$ cat src/rtl/skid_reg_ce.sv
// skid_reg_ce -- two-entry elastic register stage (skid buffer).
//
// Sits at the consuming end of a clock-enabled register pipeline. out_ready
// acts as the stage clock enable. No combinational path exists from in_* to
// out_*, or from out_ready to in_ready. in_ready depends only on the skid
// valid flop and RESET.
//
// Ports:
//   CLK        clock, rising edge
//   RESET      synchronous, active-high reset
//   in_data    upstream data          in_valid  upstream valid
//   in_ready   stage can accept (registered, gated low by RESET)
//   out_data   downstream data (reg)  out_valid downstream valid (reg)
//   out_ready  downstream accepts / stage clock enable
//   count      occupancy 0..2 (reg), always M_v + S_v
module skid_reg_ce #(
    parameter int width = 16
) (
    input  logic             CLK,
    input  logic             RESET,
    input  logic [width-1:0] in_data,
    input  logic             in_valid,
    output logic             in_ready,
    output logic [width-1:0] out_data,
    output logic             out_valid,
    input  logic             out_ready,
    output logic [1:0]       count
);

    // Main register M drives the output; skid register S holds the word
    // that was accepted while M was stalled.
    logic [width-1:0] m_data_q, m_data_d;
    logic             m_v_q,    m_v_d;
    logic [width-1:0] s_data_q, s_data_d;
    logic             s_v_q,    s_v_d;
    logic [1:0]       count_q,  count_d;

    logic in_fire;
    logic out_fire;

    always_comb begin
        in_ready = !s_v_q && !RESET;
        in_fire  = in_valid && in_ready;
        out_fire = m_v_q && out_ready;

        m_data_d = m_data_q;
        m_v_d    = m_v_q;
        s_data_d = s_data_q;
        s_v_d    = s_v_q;

        if (!m_v_q) begin
            // EMPTY
            if (in_fire) begin
                m_data_d = in_data;
                m_v_d    = 1'b1;
            end
        end else if (!s_v_q) begin
            // ONE
            if (in_fire && out_fire) begin
                m_data_d = in_data;
            end else if (in_fire) begin
                s_data_d = in_data;
                s_v_d    = 1'b1;
            end else if (out_fire) begin
                // Data left in M on purpose; only the valid bit drops.
                m_v_d = 1'b0;
            end
        end else begin
            // FULL: in_ready is low here, so only the drain case matters.
            // S is older than anything upstream, so it moves into M first.
            if (out_fire) begin
                m_data_d = s_data_q;
                s_v_d    = 1'b0;
            end
        end

        count_d = {1'b0, m_v_d} + {1'b0, s_v_d};
    end

    always_ff @(posedge CLK) begin
        if (RESET) begin
            m_data_q <= '0;
            m_v_q    <= 1'b0;
            s_data_q <= '0;
            s_v_q    <= 1'b0;
            count_q  <= 2'd0;
        end else begin
            m_data_q <= m_data_d;
            m_v_q    <= m_v_d;
            s_data_q <= s_data_d;
            s_v_q    <= s_v_d;
            count_q  <= count_d;
        end
    end

    assign out_data  = m_data_q;
    assign out_valid = m_v_q;
    assign count     = count_q;

endmodule
$ cat config.mk
export PLATFORM = sky130hd
export DESIGN_NAME = skid_reg_ce
export DESIGN_NICKNAME = d
export VERILOG_FILES = /design/src/rtl/skid_reg_ce.sv
export SDC_FILE = /design/constraint.sdc
export NUM_CORES = 1
export LEC_CHECK = 0
export BUFFER_PORTS_ARGS = -buffer_cell sky130_fd_sc_hd__buf_2
export CAP_MARGIN = 25
export CORE_UTILIZATION = 30
export CTS_CLUSTER_SIZE = 40
export DETAILED_ROUTE_END_ITERATION = 8
export GPL_TIMING_DRIVEN = 0
export PLACE_DENSITY = 0.55
export SYNTH_ARGS = -nofsm -noshare
export SYNTH_HDL_FRONTEND = slang
export SYNTH_SLANG_ARGS = --single-unit
$ cat constraint.sdc
create_clock -name CLK -period 2.25 [get_ports CLK]
set_clock_uncertainty 0.2 [all_clocks]
set_input_delay 0.3375 -clock CLK [delete_from_list [all_inputs] [get_ports CLK]]
set_output_delay 0.3375 -clock CLK [all_outputs]
set_load 0.02 [all_outputs]
==> flow_summary_export.csv <==
group,metric,value,unit
routing,wl,3924,um
clock_network,clkTransAtPathRegs,70,ps
global_route,grt_usage,15.82,%
yosys,synth_cells,182,
setup_path,worstSetupStartpointType,"flip-flop",
setup_path,path_class,"reg -> reg",
sta,tightestPinTransition,745.5,ps
layout,multi_input_area,713.2,um2
setup_path,r2r_end,"count[0]",
floorplanning,ios,40,
layout,final_nets,249,
yosys,async_flop_share,0,%
floorplanning,die_h,73.22,um
clock_network,root_buffer,"clkbuf_8",
sta,drv_slew,0,
clock_network,h-tree-depth,2,
yosys,synth_common_cells,"nand2_1, dfxtp_1, a21oi_1",
routing,antenna_left,0,
clock_network,numCtsBuffers,5,
power_and_ir_drop,vdd.ir_drop.worst,0.2973,mV
clock_network,insertion_delay,280,ps
hold_path,worstHoldPathType,"in -> reg",
place,place_hpwl,2656,um
sta,fmax,481.8,MHz
sta,setup_tns,0,ps
floorplanning,start_util,31.79,%
layout,area_delta_synth_final,24.84,%
power_and_ir_drop,p_per_area,715.0,mW/mm2
global_route,grt_pass1_wl,6299,um
global_route,antenna_found_initial,0,
power_and_ir_drop,seqPwrFrac,49.8,%
power_and_ir_drop,finalPower,1358,uW
place,pre_cts_ws,5.497,ps
sta,period_share,92.24,%
place,place.gp.congestion,0.7324,
setup_path,r2r_start,"out_valid",
floorplanning,die_w,73.22,um
job,drv_cap,0,
sta,setup_viol,0,
floorplanning,core_area,0.004786,mm2
setup_path,critPathMaxFanout,10,
layout,ff_latch_area,720.7,um2
yosys,synth_warnings,0,
power_and_ir_drop,switchingPower,351.1,uW
clock_network,cts_buffer_depth,2,
setup_path,cp-end-kind,"flip-flop",
routing,dr_total_vias,1392,
layout,fin_util,39.69,%
sta,slew_headroom,50.30,%
power_and_ir_drop,pwr-share-clk,36.3,%
yosys,synth_top_flop_cell,"dfxtp_1",
global_route,grt_max_degree,11,
yosys,synth.area.top_cells,"dfxtp_1, nand2_1, a311oi_2",
power_and_ir_drop,sw_frac_of_total,25.86,%
yosys,synth_top_area_share,47.37,%
clock_network,postCtsSetupBuffers,0,
setup_path,r2r_slack,170,ps
global_route,grt_pass1_vias,1230,
clock_network,cts.sink_count,36,
routing,viasPerCell,4.719,
yosys,synthDistinctLibCells,21,
routing,drc_errors,0,
power_and_ir_drop,power.internal,1007,uW
setup_path,cp_data_required_time,2210,ps
clock_network,cts_tree,"yes",
yosys,syn_area,0.001521,mm2
yosys,yosysSeqAreaShare,47.37,%
yosys,synth-edff-count,0,
routing,wire_per_inst,13.30,um
hold_path,hold_path_depth,3,
sta,rsz0062_at_grt,"no",
floorplanning,dieArea,0.005360,mm2
sta,min_period,2075,ps
layout,insertedDiodeCount,0,
sta,setup_ws,174.6,ps
yosys,yosysMostFrequentCell,"nand2_1",
routing,first_pass_iters,4,
yosys,syn_nets,203,
hold_path,worstHoldEndpoint,"s_data_q[11]",
floorplanning,fp-row-count,25,
yosys,synth_seq_cells,36,
global_route,grt_overflow_total,0,
layout,fillers,530,
yosys,synth.avg_cell_area,8.360,um2
power_and_ir_drop,power_frac_comb,13.9,%
setup_path,worstRegToRegCells,6,
clock_network,cts_hold_buf,0,
hold_path,hold_start,"in_data[11]",
yosys,synth_top_area_cell,"dfxtp_1",
routing,initialDrtViolationCount,91,
layout,drive_gt1_share,29.39,%
place,io_buffers,39,
power_and_ir_drop,p_leak,0.0007692,uW
setup_path,cp.arrival,2030,ps
status,status,"finished, final reports clean",
sta,final_hold_viol_count,0,
## flip-flops by register name (all words and copies together), names as in the netlist
name       cells
s_v_q          1
count          2
s_data_q      16
out_data      16
out_valid      1
## through the flow
stage	cells	cell area (um2)	hold WS, ps
floorplan	182	1521	236.6
global placement	288	1800	242.7
detailed placement	288	1800	246.8
CTS	295	1898	90.04
global route	295	1899	90.38
finish	295	1899	95.73
## how the worst max path moves through the flow
stage	startpoint	end	slack, ps	depth (start not counted)
finish	out_valid	count[0]	170	6
global placement	s_v_q	count[0]	80	6
floorplan	out_valid	count[0]	400	6
global route	out_valid	count[0]	1	6
CTS	s_v_q	in_ready	90	4
detailed placement	s_v_q	count[0]	5	6
## layout by cell type (no fill, tap or decap), types with 6 or more instances in the layout
| cell | synthesis | routed |
|---|---|---|
| a21oi_1 | 18 | 18 |
| a311oi_1 | 6 | 6 |
| a311oi_2 | 10 | 10 |
| buf_2 | 3 | 42 |
| clkbuf_1 | 9 | 7 |
| clkbuf_8 | 0 | 7 |
| dfxtp_1 | 36 | 36 |
| nand2_1 | 50 | 50 |
| nand3_1 | 16 | 16 |
| nor2_1 | 17 | 17 |
## cells by family after synthesis
logic type,after synthesis,synth area share [%]
flip-flops,36,47.37
AND/OR/NAND/NOR,90,25.00
AO/OA/AOI/OAI,37,21.05
adder cells (fa/ha/maj),1,0.8222
buffers and inverters,18,5.756
## worst max-delay path: stages (launching register included)
cell and delay [ps]:
dfxtp_1 370, buf_2 240, clkbuf_1 430, o21ai_0 240, nand2_1 130, ha_1 230, nor2b_1 120
## power groups by stage
stage	Sequential (uW)	Clock, uW	Combinational [uW]
6_report	677	493	188
5_1_grt	679	527	208
4_1_cts	677	508	190
3_5_place_dp	692	0	189
3_3_place_gp	691	0	188
2_1_floorplan	721	0	90.8
## per-layer routing
layer	global-route usage [%]	part of all wire, %	vias to the layer above
li1	-	-	707
met1	21.08	47	631
met2	24.49	46	49
met3	4.972	5.5	5
met4	4.575	1.0	0
met5	0	0	-
## repair_timing
| item | in CTS | in global routing |
|---|---|---|
| endpoints found under the hold margin | 0 | 0 |
| setup endpoints to repair | 2 | 1 |
| resized for setup | 1 | 2 |
## area by class of cell
cell class,count,area share (%)
Timing Repair Buffer,39,10.28
Clock buffer,7,5.072
Multi-Input combinational cell,128,37.55
Tap cell,67,4.414
Buffer,16,4.348
Sequential cell,36,37.94
Inverter,2,0.3953
No activity file was read; power rests on OpenSTA's default activity.
